--- config.mk ---
export PLATFORM = sky130hd
export DESIGN_NAME = div_cnt_gen_flat
export DESIGN_NICKNAME = d
export VERILOG_FILES = /design/src/rtl/div_cnt_pkg.sv /design/src/rtl/div_cnt_gen_if.sv /design/src/rtl/div_cfg_shadow.sv /design/src/rtl/div_cnt_gen.sv /design/src/flat_wrapper.sv
export SDC_FILE = /design/constraint.sdc
export NUM_CORES = 1
export LEC_CHECK = 0
export ABC_AREA = 1
export CORE_MARGIN = 4
export CORE_UTILIZATION = 50
export CTS_CLUSTER_SIZE = 16
export DETAILED_ROUTE_END_ITERATION = 10
export HOLD_SLACK_MARGIN = 0.02
export PLACE_DENSITY = 0.76
export REMOVE_ABC_BUFFERS = 1
export SETUP_SLACK_MARGIN = 0.2
export SYNTH_ARGS = -nofsm -noshare
export SYNTH_HDL_FRONTEND = slang
export SYNTH_SLANG_ARGS = --single-unit
--- constraint.sdc ---
create_clock -name clk -period 1.67 [get_ports clk]
set_input_delay 0.2505 -clock clk [delete_from_list [all_inputs] [get_ports clk]]
set_output_delay 0.2505 -clock clk [all_outputs]
set_load 0.01 [all_outputs]
--- src/rtl/div_cnt_pkg.sv ---
// ---------------------------------------------------------------------------
// div_cnt_pkg
// Shared types and constants for the div_cnt_gen clock divider / counter.
//   state_e : HOLD (counting frozen) / RUN (counting enabled)
//   mode_e  : MODE_TOGGLE (50% duty output) / MODE_PULSE (output mirrors tc)
//   WIDTH_MIN / WIDTH_MAX : legal range of the WIDTH parameter
// ---------------------------------------------------------------------------
package div_cnt_pkg;

  typedef enum logic {
    HOLD = 1'b0,
    RUN  = 1'b1
  } state_e;

  typedef enum logic {
    MODE_TOGGLE = 1'b0,
    MODE_PULSE  = 1'b1
  } mode_e;

  localparam int WIDTH_MIN = 2;
  localparam int WIDTH_MAX = 16;

endpackage : div_cnt_pkg

--- src/rtl/div_cnt_gen_if.sv ---
// ---------------------------------------------------------------------------
// div_cnt_gen_if
// Valid/ready channel used to hand a new period to div_cnt_gen.
//   div_valid : master -> slave, a period is offered
//   div_value : master -> slave, offered period (WIDTH bits)
//   div_ready : slave -> master, the block can take a period
// A transfer happens in any cycle where div_valid and div_ready are both 1.
// ---------------------------------------------------------------------------
interface div_cnt_gen_if #(
  parameter int WIDTH = 4
);

  logic             div_valid;
  logic [WIDTH-1:0] div_value;
  logic             div_ready;

  modport master (
    output div_valid,
    output div_value,
    input  div_ready
  );

  modport slave (
    input  div_valid,
    input  div_value,
    output div_ready
  );

endinterface : div_cnt_gen_if

--- src/rtl/div_cfg_shadow.sv ---
// ---------------------------------------------------------------------------
// div_cfg_shadow
// Accepts new periods over the valid/ready channel and parks them in a
// shadow register until the counter is ready to use them.
//
// Ports
//   clk        : clock, rising edge
//   rst        : synchronous active-high reset (drops any pending value)
//   load_i     : counter reload or restart this cycle; consumes a pending value
//   bypass_i   : restart this cycle; a same-cycle transfer goes straight to
//                the counter instead of the shadow register
//   bus        : period channel (slave side), drives div_ready
//   pend_o     : shadow register holds a value not yet applied
//   val_o      : shadow register contents
//   xfer_ok_o  : a non-zero period is transferring this cycle
//   cfg_err_o  : sticky, a zero period was offered and accepted
// ---------------------------------------------------------------------------
module div_cfg_shadow #(
  parameter int WIDTH = 4
) (
  input  logic             clk,
  input  logic             rst,
  input  logic             load_i,
  input  logic             bypass_i,
  div_cnt_gen_if.slave     bus,
  output logic             pend_o,
  output logic [WIDTH-1:0] val_o,
  output logic             xfer_ok_o,
  output logic             cfg_err_o
);

  logic             rdy_q, rdy_d;
  logic             pend_q, pend_d;
  logic             err_q, err_d;
  logic [WIDTH-1:0] val_q, val_d;
  logic             xfer;
  logic             zero_val;

  assign xfer     = bus.div_valid & rdy_q;
  assign zero_val = (bus.div_value == '0);

  always_comb begin
    rdy_d  = rdy_q;
    pend_d = pend_q;
    err_d  = err_q;
    val_d  = val_q;
    if (xfer) begin
      if (zero_val) begin
        // Zero period completes the handshake but is thrown away.
        err_d = 1'b1;
      end else if (!bypass_i) begin
        val_d  = bus.div_value;
        pend_d = 1'b1;
        rdy_d  = 1'b0;
      end
    end else if (pend_q && load_i) begin
      // Value is now the active period; ready comes back one cycle later.
      pend_d = 1'b0;
    end else if (!pend_q && !rdy_q) begin
      rdy_d = 1'b1;
    end
  end

  always_ff @(posedge clk) begin
    if (rst) begin
      rdy_q  <= 1'b1;
      pend_q <= 1'b0;
      err_q  <= 1'b0;
    end else begin
      rdy_q  <= rdy_d;
      pend_q <= pend_d;
      err_q  <= err_d;
    end
  end

  // Shadow data is qualified by pend_q, so it carries no reset.
  always_ff @(posedge clk) begin
    val_q <= val_d;
  end

  assign bus.div_ready = rdy_q;
  assign pend_o        = pend_q;
  assign val_o         = val_q;
  assign xfer_ok_o     = xfer & ~zero_val;
  assign cfg_err_o     = err_q;

endmodule : div_cfg_shadow

--- src/rtl/div_cnt_gen.sv ---
// ---------------------------------------------------------------------------
// div_cnt_gen
// Programmable down-counter / clock divider. The counter runs P, P-1, ..., 1
// on enabled cycles and reloads P after 1, raising tc for one cycle. f_out
// toggles at each reload (period 2*P, 50% duty) or, in pulse mode, follows tc.
// New periods arrive over a valid/ready channel and take effect at the next
// reload or restart.
//
// Optional feature: define DIV_CNT_PULSE_MODE_EN to honour the mode input
// (pulse output). Without it the mode input is ignored and only toggle
// behaviour exists.
//
// Parameters
//   WIDTH   : counter / period width, 2..16
//   DEF_DIV : period after reset, 1..2^WIDTH-1
//
// Ports
//   clk      : clock, rising edge
//   rst      : synchronous active-high reset, dominates everything
//   en       : count enable; low freezes counter and outputs (HOLD)
//   restart  : reload counter with P (or pending / same-cycle period), clear f_out
//   mode     : 0 toggle output, 1 pulse output (pulse build only)
//   bus      : period channel (slave side)
//   cnt_out  : current count
//   f_out    : divided output
//   tc       : one-cycle terminal-count strobe
//   cfg_err  : sticky zero-period flag
// ---------------------------------------------------------------------------
module div_cnt_gen
  import div_cnt_pkg::*;
#(
  parameter int WIDTH   = 4,
  parameter int DEF_DIV = 10
) (
  input  logic             clk,
  input  logic             rst,
  input  logic             en,
  input  logic             restart,
  input  logic             mode,
  div_cnt_gen_if.slave     bus,
  output logic [WIDTH-1:0] cnt_out,
  output logic             f_out,
  output logic             tc,
  output logic             cfg_err
);

  if (WIDTH < WIDTH_MIN || WIDTH > WIDTH_MAX) begin : g_width_chk
    $error("div_cnt_gen: WIDTH out of range");
  end
  if (DEF_DIV < 1 || DEF_DIV > ((1 << WIDTH) - 1)) begin : g_def_chk
    $error("div_cnt_gen: DEF_DIV out of range");
  end

  localparam logic [WIDTH-1:0] DEF_P = WIDTH'(DEF_DIV);
  localparam logic [WIDTH-1:0] ONE   = WIDTH'(1);

  state_e           state_q, state_d;
  logic [WIDTH-1:0] cnt_q, cnt_d;
  logic [WIDTH-1:0] per_q, per_d;
  logic [WIDTH-1:0] per_nxt;
  logic             f_q, f_d;
  logic             tc_q, tc_d;
  logic             consume;

  logic             sh_pend;
  logic [WIDTH-1:0] sh_val;
  logic             sh_xfer_ok;

`ifdef DIV_CNT_PULSE_MODE_EN
  mode_e            mode_q, mode_d;
`else
  logic             unused_mode;
  assign unused_mode = mode;
`endif

  div_cfg_shadow #(
    .WIDTH (WIDTH)
  ) u_cfg_shadow (
    .clk       (clk),
    .rst       (rst),
    .load_i    (consume),
    .bypass_i  (restart),
    .bus       (bus),
    .pend_o    (sh_pend),
    .val_o     (sh_val),
    .xfer_ok_o (sh_xfer_ok),
    .cfg_err_o (cfg_err)
  );

  always_comb begin
    state_d = en ? RUN : HOLD;
    cnt_d   = cnt_q;
    per_d   = per_q;
    f_d     = f_q;
    tc_d    = 1'b0;
    consume = 1'b0;
    per_nxt = sh_pend ? sh_val : per_q;
`ifdef DIV_CNT_PULSE_MODE_EN
    mode_d  = mode_q;
`endif
    if (restart) begin
      // Restart works in HOLD too; a same-cycle transfer bypasses the shadow.
      if (sh_pend) begin
        per_d = sh_val;
      end else if (sh_xfer_ok) begin
        per_d = bus.div_value;
      end
      cnt_d   = per_d;
      f_d     = 1'b0;
      consume = 1'b1;
`ifdef DIV_CNT_PULSE_MODE_EN
      mode_d  = mode_e'(mode);
`endif
    end else if (state_d == RUN) begin
      // Treat any count <= 1 as terminal so the counter never goes below 1.
      if (cnt_q <= ONE) begin
        per_d   = per_nxt;
        cnt_d   = per_nxt;
        tc_d    = 1'b1;
        consume = 1'b1;
`ifdef DIV_CNT_PULSE_MODE_EN
        // Mode changes are picked up only here, never mid-period.
        mode_d  = mode_e'(mode);
        f_d     = (mode_e'(mode) == MODE_PULSE) ? 1'b1 : ~f_q;
`else
        f_d     = ~f_q;
`endif
      end else begin
        cnt_d = cnt_q - ONE;
`ifdef DIV_CNT_PULSE_MODE_EN
        if (mode_q == MODE_PULSE) begin
          f_d = 1'b0;
        end
`endif
      end
    end
  end

  always_ff @(posedge clk) begin
    if (rst) begin
      state_q <= HOLD;
      cnt_q   <= DEF_P;
      per_q   <= DEF_P;
      f_q     <= 1'b0;
      tc_q    <= 1'b0;
`ifdef DIV_CNT_PULSE_MODE_EN
      mode_q  <= MODE_TOGGLE;
`endif
    end else begin
      state_q <= state_d;
      cnt_q   <= cnt_d;
      per_q   <= per_d;
      f_q     <= f_d;
      tc_q    <= tc_d;
`ifdef DIV_CNT_PULSE_MODE_EN
      mode_q  <= mode_d;
`endif
    end
  end

  assign cnt_out = cnt_q;
  assign tc      = tc_q & (state_q == RUN);
`ifdef DIV_CNT_PULSE_MODE_EN
  assign f_out   = (mode_q == MODE_PULSE) ? tc : f_q;
`else
  assign f_out   = f_q;
`endif

endmodule : div_cnt_gen

--- src/flat_wrapper.sv ---
// flat-port wrapper written by rule: the top's interface ports become plain ports
module div_cnt_gen_flat import div_cnt_pkg::*;
#(
  parameter int WIDTH   = 4,
  parameter int DEF_DIV = 10
)
  (clk, rst, en, restart, mode, cnt_out, f_out, tc, cfg_err, bus_div_valid, bus_div_value, bus_div_ready);
  div_cnt_gen_if #(.WIDTH(WIDTH)) bus_i ();
  input  logic clk;
  input  logic rst;
  input  logic en;
  input  logic restart;
  input  logic mode;
  output logic [WIDTH-1:0] cnt_out;
  output logic f_out;
  output logic tc;
  output logic cfg_err;
  input wire logic [$bits(bus_i.div_valid)-1:0] bus_div_valid;
  input wire logic [$bits(bus_i.div_value)-1:0] bus_div_value;
  output wire logic [$bits(bus_i.div_ready)-1:0] bus_div_ready;
  assign bus_i.div_valid = bus_div_valid;
  assign bus_i.div_value = bus_div_value;
  assign bus_div_ready = bus_i.div_ready;
  div_cnt_gen #(.WIDTH(WIDTH), .DEF_DIV(DEF_DIV)) u_core (.clk(clk), .rst(rst), .en(en), .restart(restart), .mode(mode), .bus(bus_i), .cnt_out(cnt_out), .f_out(f_out), .tc(tc), .cfg_err(cfg_err));
endmodule
==> qor.csv, run 1 <==
stage,metric,value,unit
sta,worst_slew_pin_slew,427,ps
worst_setup_path,crit_chain,inv_1 -> ha_2 -> nor2_4 -> nor2_4 -> nand2_4 -> nand2_4 -> nand2_2 -> a21oi_2 -> nor2_1,
placed_design,place_congestion,0.823,
route,vias_per_cell,5.06,
synth,synth.distinct_cells,29,
grt,grt_pass1_vias,838,
route,wl_per_cell,12.0,µm
min_path,hp-class,reg -> reg,
layout,n_antenna_cell,0,
power_and_ir_drop,pwr_density_cell,813,mW/mm²
sta,setup-violations-final,0,
grt,antenna_found_initial,0,
synth,synthCells,137,
placed_design,place_ws,37.8,ps
layout,layout-drive-gt1-share,18.2,%
worst_setup_path,cp.required,1870,ps
layout,fillerInstances,186,
sta,min_period,1400,ps
placed_design,hpwlAfterDp,1750,µm
layout,register_area,405,µm²
power_and_ir_drop,power,1.05,mW
sta,setup_ws,266,ps
power_and_ir_drop,ir_worst_vdd,0.645,mV
worst_setup_path,crit_type,reg -> reg,
sta,layout_worst_path_cycle_share,84.1,%
run,cap_violations,0,
grt,gr-total-overflow,0,
layout,areaGrowthSynthToFinish,26.8,%
clock_tree,root_buffer,clkbuf_4,
worst_setup_path,worst-path-max-fanout,7,
floorplan,rows,16,
clock_tree,clkTransAtPathRegs,100,ps
clock_tree,cts_hold_buf,0,
synth,syn_area_per_cell,7.47,µm²
layout,finalNetCount,172,
layout,layout.cells.most_common,nand2_1,
worst_setup_path,critPathArrivalTime,1610,ps
floorplan,die_w,53.2,µm
route,final_antenna_net_count,0,
clock_tree,htree_levels,1,
worst_setup_path,cp-end-kind,flip-flop,
placed_design,placedCellCount,182,
worst_setup_path,slowest_stage,dfxtp_4,
floorplan,dieArea,0.00284,mm²
synth,ys_seq_elements,18,
synth,netlist_area,0.00102,mm²
layout,fin_util,66.1,%
sta,maxSlewViolCount,0,
clock_tree,cts_buffer_depth,2,
sta,hold_viol_final,0,
placed_design,port_buffers,16,
floorplan,die_h,53.2,µm
clock_tree,cts_setup_buffers,0,
clock_tree,cts_tree,built,
worst_setup_path,critPathLaunchType,flip-flop,
clock_tree,clock_latency,290,ps
floorplan,ioPinCount,18,
status,outcome,"complete, no violations",
grt,grt_max_degree,12,
layout,multi_input_area,542,µm²
route,via_count,942,
power_and_ir_drop,p_leak,0.646,nW
sta,fmax,0.712,GHz
sta,setup_tns,0,ps
worst_setup_path,critPathMaxStageDelay,380,ps
route,drc_errors,0,
route,wl,2240,µm
route,dr.pass1.iters,4,
grt,grt.total_usage,17.8,%
layout,final_cells,186,
clock_tree,cts_sinks,18,
synth,synth-seq-area-share,39.1,%
synth,yosysWarnings,0,
layout,layout_common_cells,"nand2_1 (28), inv_1 (16), dfxtp_1 (12), nand3_1 (10)",
floorplan,initial_utilization,52.2,%
route,first_iter_violations,14,
floorplan,coreArea,0.00196,mm²
sta,fin_skew,7.18,ps
sta,grt_setup_unrepaired,true,
clock_tree,numCtsBuffers,3,
sta,relSlewSlack,71.5,%
grt,grt_pass1_wl,3630,µm
-- report_power, final --
| group | switching, mW | internal, mW | leakage [nW] |
|---|---|---|---|
| Clock | 0.132 | 0.133 | 0.0210 |
| Sequential | 0.0279 | 0.479 | 0.153 |
| Combinational | 0.159 | 0.123 | 0.472 |
| Total | 0.320 | 0.735 | 0.646 |
-- routing by layer --
layer	GRT usage, %	vias to the layer above	wire length (µm)
li1	-	495	-
met1	21.6	430	1060
met2	30.6	15	1100
met3	5.92	2	67
met4	2.55	0	12
met5	0	-	0
-- timing repair --
item	CTS	global route
pin swaps	0	1
resized for setup	7	6
endpoints found under the hold margin	0	0
endpoints found under the setup margin	15	11
-- cells in the mapped netlist (all sizes together) --
cell type | count | area [µm²]
a211oi | 1 | 7.51
a21oi | 10 | 53.8
buf | 2 | 16.3
clkinv | 1 | 5.00
dfxtp | 14 | 280
edfxtp | 4 | 120
ha | 2 | 25.0
inv | 18 | 67.6
nand2 | 37 | 176
nand3 | 10 | 50.1
nand3b | 2 | 15.0
nand4 | 1 | 6.26
nor2 | 9 | 46.3
nor3 | 3 | 20.0
o21a | 3 | 22.5
o21ai | 16 | 83.8
or2 | 3 | 18.8
xor2 | 1 | 8.76
-- area by class of cell --
cell class | instances | area share (%)
clock buffer | 4 | 2.80
inverter | 19 | 5.59
multi-input combinational | 98 | 41.8
sequential | 18 | 31.2
tap | 27 | 2.60
timing repair buffer | 20 | 16.0
-- path summary, 6_finish.rpt --
kind	start	endpoint	slack, ps	depth (start not counted)
max	u_core.cnt_out[0]	u_core.u_cfg_shadow.pend_o	270	9
min	u_core.u_cfg_shadow.cfg_err_o	u_core.u_cfg_shadow.cfg_err_o	490	1
max reg2reg	u_core.cnt_out[0]	u_core.u_cfg_shadow.pend_o	270	9
min reg2reg	u_core.u_cfg_shadow.cfg_err_o	u_core.u_cfg_shadow.cfg_err_o	490	1
-- worst max-delay path, delay by kind of cell, from the launching register on --
| family | cells | cell delay [ps] |
|---|---|---|
| and+or+nand+nor | 6 | 530 |
| adders and majority gates | 1 | 220 |
| buffers and inverters | 1 | 60 |
| DFF | 1 | 380 |
| AOI/OAI and AO/OA | 1 | 100 |
-- cell families after synthesis --
logic type,synth area share [%]
buffers and inverters,8.68
AND/OR/NAND/NOR,32.5
flip-flops,39.1
adder cells (fa/ha/maj),2.44
XOR/XNOR,0.856
AO/OA/AOI/OAI,16.4
-- sequential cells by signal (all words and copies together), names as in the netlist --
register / count
u_core.per_q: 4
u_core.f_out: 1
u_core.u_cfg_shadow.val_o: 4
u_core.u_cfg_shadow.pend_o: 1
u_core.u_cfg_shadow.cfg_err_o: 1
u_core.u_cfg_shadow.bus.div_ready: 1
u_core.tc_q: 1
u_core.cnt_out: 4
u_core.state_q: 1
-- stage by stage --
stage                     area [µm²]  hold slack (ps)
after floorplan                 1010              320
after global placement          1240              452
after detailed placement        1240              493
after CTS                       1280              515
after global routing            1300              531
final                           1300              495
No activity file was read; power rests on OpenSTA's default activity.
==> inputs of run 2 (changes only) <==
Settings changed: CORE_UTILIZATION 50 to 46, PLACE_DENSITY 0.76 to 0.74.
Clock period 1.67 ns to 1.2 ns, I/O delays scaled along.
==> run 2 against run 1 <==
Effect of this change: the flow now finishes with violations (setup timing); sequential cell count did not move; register-to-register slack got worse by 380 ps; final area rose by 23%; final cell count rose by 15%; wire length rose by 29%; core utilization rose by 12 points; fmax rose by 6.7%; worst setup slack got worse by 380 ps; first-iteration DRC count rose by 86%; die area rose by 7.4%; non-clock buffer count rose by 28; via count rose by 21%.
==> qor.csv, run 2 (synthesized netlist as in run 1, its figures left out) <==
stage,metric,value,unit,change
placed_design,place_ws,-318,ps,-356 ps
floorplan,die_h,55.2,µm,+3.6%
worst_setup_path,critPathLaunchType,flip-flop,,
route,first_iter_violations,26,,+12
worst_setup_path,critPathBufInv,1,,unchanged
min_path,worstHoldStart,bus_div_value[0],,
sta,fmax,0.760,GHz,+6.7%
power_and_ir_drop,pwr_density_cell,1060,mW/mm²,+31%
worst_setup_path,crit_type,reg -> reg,,
worst_setup_path,slowest_stage,dfxtp_4,,
placed_design,hpwlAfterDp,1910,µm,+9.1%
sta,setup_ws,-116,ps,-382 ps
worst_setup_path,critPathArrivalTime,1530,ps,-80 ps
layout,n_antenna_cell,0,,unchanged
clock_tree,cts_hold_buf,0,,unchanged
clock_tree,cts_tree,built,,
worst_setup_path,cp-startpoint,u_core.cnt_out[0],,
sta,hold_viol_final,0,,unchanged
worst_setup_path,crit_family,simple AND/OR/NAND/NOR gates,,
floorplan,rows,16,,unchanged
sta,setup_tns,-834,ps,-834 ps
layout,layout_common_cells,"nand2_1 (27), buf_4 (27), inv_1 (13), buf_6 (11), nand3_1 (10)",,
layout,finalNetCount,200,,+16%
floorplan,coreArea,0.00204,mm²,+4.1%
min_path,hp-class,in -> reg,,
sta,setup-violations-final,11,,+11
worst_setup_path,rr_worst_depth,9,,unchanged
grt,antenna_found_initial,0,,unchanged
sta,fin_skew,3.86,ps,-3.32 ps
clock_tree,root_buffer,clkbuf_4,,
power_and_ir_drop,p_leak,0.752,nW,+16%
route,dr.pass1.iters,4,,unchanged
floorplan,die_w,55.2,µm,+3.6%
route,vias_per_cell,5.34,,+5.4%
sta,min_period,1320,ps,-87.6 ps
worst_setup_path,critPathMostFrequentCell,nor2_4,,
floorplan,dieArea,0.00304,mm²,+7.4%
min_path,holdPathStages,2,,+1
layout,layout-drive-gt1-share,43.9,%,+26 points
worst_setup_path,r2r_start,u_core.cnt_out[0],,
route,wl,2880,µm,+29%
grt,grt_max_degree,11,,-1
power_and_ir_drop,ir_worst_vdd,0.782,mV,+21%
placed_design,port_buffers,16,,unchanged
status,outcome,"complete, but fails checks",,
sta,layout_worst_path_cycle_share,110,%,+26 points
worst_setup_path,cp.required,1420,ps,-450 ps
route,via_count,1142,,+21%
route,final_antenna_net_count,0,,unchanged
sta,grt_setup_unrepaired,true,,
worst_setup_path,cp-end-kind,flip-flop,,
grt,gr-total-overflow,0,,unchanged
clock_tree,cts_buffer_depth,2,,unchanged
floorplan,ioPinCount,18,,unchanged
clock_tree,numCtsBuffers,3,,unchanged
floorplan,initial_utilization,50.1,%,-2.0 points
sta,relSlewSlack,77.2,%,+5.7 points
grt,grt_pass1_vias,1004,,+20%
min_path,holdPathEnd,u_core.u_cfg_shadow.val_o[0],,
worst_setup_path,rrSetupSlack,-120,ps,-380 ps
grt,grt_pass1_wl,4460,µm,+23%
worst_setup_path,r2r-end,u_core.u_cfg_shadow.pend_o,,
run,cap_violations,0,,unchanged
clock_tree,clkTransAtPathRegs,110,ps,about the same
clock_tree,clock_latency,310,ps,+20 ps
grt,grt.total_usage,20.8,%,+3.0 points
clock_tree,cts_sinks,18,,unchanged
sta,maxSlewViolCount,0,,unchanged
sta,worst_slew_pin_slew,341,ps,-85.5 ps
worst_setup_path,critPathMaxStageDelay,380,ps,about the same
clock_tree,htree_levels,1,,unchanged
placed_design,place_congestion,0.882,,+7.2%
route,wl_per_cell,13.5,µm,+12%
worst_setup_path,crit_chain,inv_2 -> ha_4 -> nor2_4 -> nor2_4 -> nand2_4 -> nand2_8 -> nand2_2 -> a21oi_2 -> nor2_1,,
power_and_ir_drop,power,1.69,mW,+61%
layout,areaGrowthSynthToFinish,55.7,%,
route,drc_errors,0,,unchanged
status,failed_checks,setup timing,,
worst_setup_path,worst-path-max-fanout,7,,unchanged
run 2: cell types whose count changed in the layout (fill, tap and decap cells not counted), moves of 3 or more:
cell / delta
buf_4: +24
buf_6: +11
dfxtp_1: -6
clkdlybuf4s50_1: -5
dlymetal6s2s_1: -4
dfxtp_2: +3
dfxtp_4: +3
inv_1: -3
run 2: layer usage:
layer | wire length (µm) | global-route usage (%) | up-vias
met1 | 1210 | 27.5 | 550
met4 | 55 | 7.29 | 0
met3 | 179 | 3.49 | 7
met2 | 1440 | 33.9 | 37
met5 | 0 | 0 | -
li1 | - | - | 548
run 2: metrics by stage:
step           hold slack, ps  cells  utilization (%)  area (µm²)
2_1_floorplan             249    135                -        1010
3_3_place_gp              454    200             66.9        1370
3_5_place_dp              461    200             66.9        1370
4_1_cts                   290    209             72.7        1480
5_1_grt                   298    214             78.1        1590
6_report                  292    214             78.1        1590
run 2: how the worst max path moves through the flow:
stage,depth (start not counted),slack (ps),endpoint
global route,8,-180,u_core.tc_q
CTS,9,-90,u_core.u_cfg_shadow.pend_o
finish,9,-120,u_core.u_cfg_shadow.pend_o
floorplan,8,-200,u_core.cnt_out[3]
detailed placement,6,-320,u_core.u_cfg_shadow.val_o[1]
global placement,6,-280,u_core.u_cfg_shadow.val_o[3]
run 2: timing repair:
action / 4_1_cts / 5_1_grt
pin swaps: 11 / 6
setup buffers: 5 / 5
resized for setup: 63 / 21
endpoints found under the setup margin: 24 / 23
run 2: report_power, final:
group | internal (mW) | switching, mW | total [mW]
Combinational | 0.291 | 0.296 | 0.586
Sequential | 0.671 | 0.0410 | 0.712
Clock | 0.185 | 0.211 | 0.397
Total | 1.15 | 0.548 | 1.69
run 2: area by class of cell:
class	count	area (µm²)
tap	27	33.8
fill	163	448
sequential	18	420
timing repair buffer	48	410
clock buffer	4	36.3
inverter	19	78.8
multi-input combinational	98	614
==> inputs of run 3 (changes only) <==
Settings changed: PLACE_DENSITY 0.74 to 0.84, SYNTH_HIERARCHICAL set to 1.
==> run 3 against run 2 <==
Effect of this change: the run still ends with setup timing left; clock power is 18% lower; critical path depth is 1 higher; clock skew grew 1.1 ps; highest routed layer unchanged; power shrank 6.9%; register-to-register slack improved by 30 ps; non-clock buffer count down 4; largest cell class unchanged; via count up 10%; combinational power is 4.9% lower; worst setup slack improved by 35 ps; first-iteration DRC count rose to 3.3 times the previous value; area after synthesis increased by 0.98%.
==> qor.csv, run 3 <==
stage,metric,value,unit,change
route,via_count,1261,,+10%
worst_setup_path,crit_chain,nand2_4 -> a21oi_4 -> inv_2 -> nand2_1 -> nand3_1 -> nand2_1 -> nand2_1 -> nand3_1 -> nand2_1 -> inv_1,,
placed_design,hpwlAfterDp,2050,µm,+7.5%
sta,hold_viol_final,0,,unchanged
clock_tree,root_buffer,clkbuf_4,,
worst_setup_path,crit_family,simple AND/OR/NAND/NOR gates,,
worst_setup_path,worst-path-max-fanout,5,,-2
synth,synth.distinct_cells,18,,-38%
status,outcome,"complete, but fails checks",,
clock_tree,cts_tree,built,,
sta,fmax,0.780,GHz,+2.7%
synth,yosysTopAreaCell,dfxtp_1,,
worst_setup_path,slowest_stage,dfxtp_2,,
sta,relSlewSlack,71.1,%,-6.2 points
worst_setup_path,critPathBufInv,2,,+1
layout,fillerInstances,135,,-17%
sta,setup-violations-final,15,,+4
synth,ys_seq_elements,18,,unchanged
worst_setup_path,rrSetupSlack,-80,ps,+30 ps
clock_tree,cts_buffer_depth,2,,unchanged
sta,worst_slew_pin_slew,432,ps,+91.0 ps
clock_tree,clkTransAtPathRegs,110,ps,about the same
sta,fin_skew,4.92,ps,+1.06 ps
worst_setup_path,r2r-end,u_core/cnt_out[0],,
synth,yosys-top-cells-count,"nand2_1 (50), inv_1 (28), nand3_1 (16)",,
floorplan,ioPinCount,18,,unchanged
layout,finalNetCount,219,,+9.5%
grt,grt.total_usage,21.8,%,+1.0 points
worst_setup_path,cp-startpoint,u_core/u_cfg_shadow/bus.div_ready,,
sta,grt_setup_unrepaired,true,,
sta,setup_tns,-684,ps,+150 ps
grt,grt_max_degree,13,,+2
grt,grt-busiest-layer,met2,,
clock_tree,cts_sinks,18,,unchanged
worst_setup_path,rr_worst_depth,10,,+1
grt,met2_usage,36.5,%,+2.6 points
worst_setup_path,cp.required,1440,ps,+20 ps
placed_design,place_ws,-564,ps,-246 ps
floorplan,dieArea,0.00307,mm²,+0.84%
layout,fin_util,78.4,%,+0.37 points
sta,min_period,1280,ps,-34.6 ps
worst_setup_path,r2r_start,u_core/u_cfg_shadow/bus.div_ready,,
synth,synth-seq-area-share,38.7,%,-0.38 points
layout,design_area,0.00160,mm²,+0.47%
synth,synthCells,160,,+17%
sta,whs,316,ps,+23.6 ps
synth,syn_area_per_cell,6.46,µm²,-14%
grt,gr-total-overflow,0,,unchanged
worst_setup_path,crit_type,reg -> reg,,
worst_setup_path,cp-end-kind,flip-flop,,
placed_design,port_buffers,16,,unchanged
route,first_iter_violations,85,,+230%
synth,synth_most_common_cell,nand2_1,,
status,failed_checks,setup timing,,
worst_setup_path,path_depth,10,,+1
grt,grt_pass1_vias,1259,,+25%
worst_setup_path,critPathMostFrequentCell,nand2_1,,
layout,n_antenna_cell,0,,unchanged
power_and_ir_drop,p_sw_share,34.0,%,+1.7 points
synth,netlist_area,0.00103,mm²,+0.98%
clock_tree,clock_latency,300,ps,about the same
grt,gr-usage-met1,25.7,%,-1.7 points
floorplan,die_h,55.4,µm,+0.42%
power_and_ir_drop,p_switching,0.537,mW,-2.0%
floorplan,die_w,55.4,µm,+0.42%
sta,setup_ws,-81.9,ps,+34.6 ps
layout,final_cells,233,,+8.9%
route,dr.pass1.iters,4,,unchanged
floorplan,rows,16,,unchanged
power_and_ir_drop,p_int,1.04,mW,-9.2%
sta,maxSlewViolCount,0,,unchanged
power_and_ir_drop,ir_worst_vdd,0.625,mV,-20%
run,cap_violations,0,,unchanged
worst_setup_path,critPathLaunchType,flip-flop,,
worst_setup_path,critPathArrivalTime,1530,ps,about the same
route,vias_per_cell,5.41,,+1.4%
power_and_ir_drop,seq_power_share,44.2,%,+2.2 points
synth,synth_edf_count,4,,unchanged
synth,yosysWarnings,6,,+6
placed_design,place_congestion,0.915,,+3.7%
worst_setup_path,cp-endpoint,u_core/cnt_out[0],,
clock_tree,cts_hold_buf,0,,unchanged
route,wl,3460,µm,+20%
power_and_ir_drop,combPwrFrac,35.3,%,+0.7 points
route,wl_per_cell,14.9,µm,+10%
power_and_ir_drop,p_leak,0.802,nW,+6.7%
clock_tree,htree_levels,1,,unchanged
synth,ys_async_sr_fraction,0,%,unchanged
layout,areaGrowthSynthToFinish,55.0,%,
layout,layout.cells.most_common,nand2_1,,
layout,layout-drive-gt1-share,41.7,%,-2.1 points
route,final_antenna_net_count,0,,unchanged
placed_design,place_area,0.00137,mm²,about the same
synth,synthFlopType,dfxtp_1,,
power_and_ir_drop,clkPwrFrac,20.5,%,-2.9 points
worst_setup_path,critPathMaxStageDelay,360,ps,-20 ps
placed_design,placedCellCount,221,,+11%
synth,synth_top_area_share,27.1,%,-0.27 points
power_and_ir_drop,power,1.58,mW,-6.9%
grt,antenna_found_initial,0,,unchanged
layout,layout_common_cells,"nand2_1 (41), buf_4 (25), inv_1 (20), nand3_1 (13), nor2_1 (10)",,
floorplan,initial_utilization,50.6,%,+0.49 points
synth,synthTopCellsByArea,"dfxtp_1 (27%), nand2_1 (18%), edfxtp_1 (12%), inv_1 (10%), nand3_1 (7.7%)",,
min_path,hp-class,in -> reg,,
clock_tree,numCtsBuffers,3,,unchanged
route,drc_errors,0,,unchanged
grt,grt_pass1_wl,5460,µm,+23%
floorplan,coreArea,0.00204,mm²,unchanged
sta,layout_worst_path_cycle_share,107,%,-2.9 points
power_and_ir_drop,pwr_density_cell,986,mW/mm²,-7.3%
grt,use_met3,3.96,%,+0.48 points
run 3: cells by family after synthesis:
group	after synthesis	share of synthesized area (%)
AOI/OAI and AO/OA	19	9.56
DFF	18	38.7
adders and majority gates	2	2.42
buffers and inverters	30	11.4
and+or+nand+nor	91	37.9
run 3: area by class of cell:
cell class	count	area, µm²	share of cell area (%)
multi-input combinational	112	642	40.1
sequential	18	418	26.1
timing repair buffer	44	364	22.7
inverter	28	118	7.34
tap	27	33.8	2.11
clock buffer	4	26.3	1.64
run 3: worst min path at each step:
stage / from / endpoint / slack, ps / cells after the start
finish: bus_div_value[2] / u_core/u_cfg_shadow/val_o[2] / 320 / 2
global route: bus_div_value[2] / u_core/u_cfg_shadow/val_o[2] / 310 / 2
CTS: bus_div_value[2] / u_core/u_cfg_shadow/val_o[2] / 310 / 2
detailed placement: u_core/u_cfg_shadow/cfg_err_o / u_core/u_cfg_shadow/cfg_err_o / 450 / 2
global placement: u_core/u_cfg_shadow/cfg_err_o / u_core/u_cfg_shadow/cfg_err_o / 440 / 2
floorplan: rst / u_core/u_cfg_shadow/pend_o / 240 / 1
run 3: worst reg2reg max path, cell delays in order, from the launching register on:
cell,delay [ps]
dfxtp_2,360
nand2_4,60
a21oi_4,190
inv_2,100
nand2_1,90
nand3_1,70
nand2_1,70
nand2_1,80
nand3_1,100
nand2_1,60
inv_1,50
run 3: metal layers:
metal  wire length, µm  vias up
li1                  -      590
met1              1330      577
met2              1740       75
met3               246       19
met4               146        0
met5                 0        -
run 3: power groups by stage:
stage,clock network [mW],logic (mW),registers [mW]
4_1_cts,0.338,0.457,0.694
3_3_place_gp,0,0.378,0.699
2_1_floorplan,0,0.199,0.705
6_report,0.324,0.557,0.698
5_1_grt,0.359,0.598,0.702
3_5_place_dp,0,0.395,0.701
run 3: what timing repair did:
action,4_1_cts,5_1_grt
endpoints found under the setup margin,24,22
gates cloned,0,0
pin swaps,20,11
setup buffers,5,3
gates resized for setup,77,26
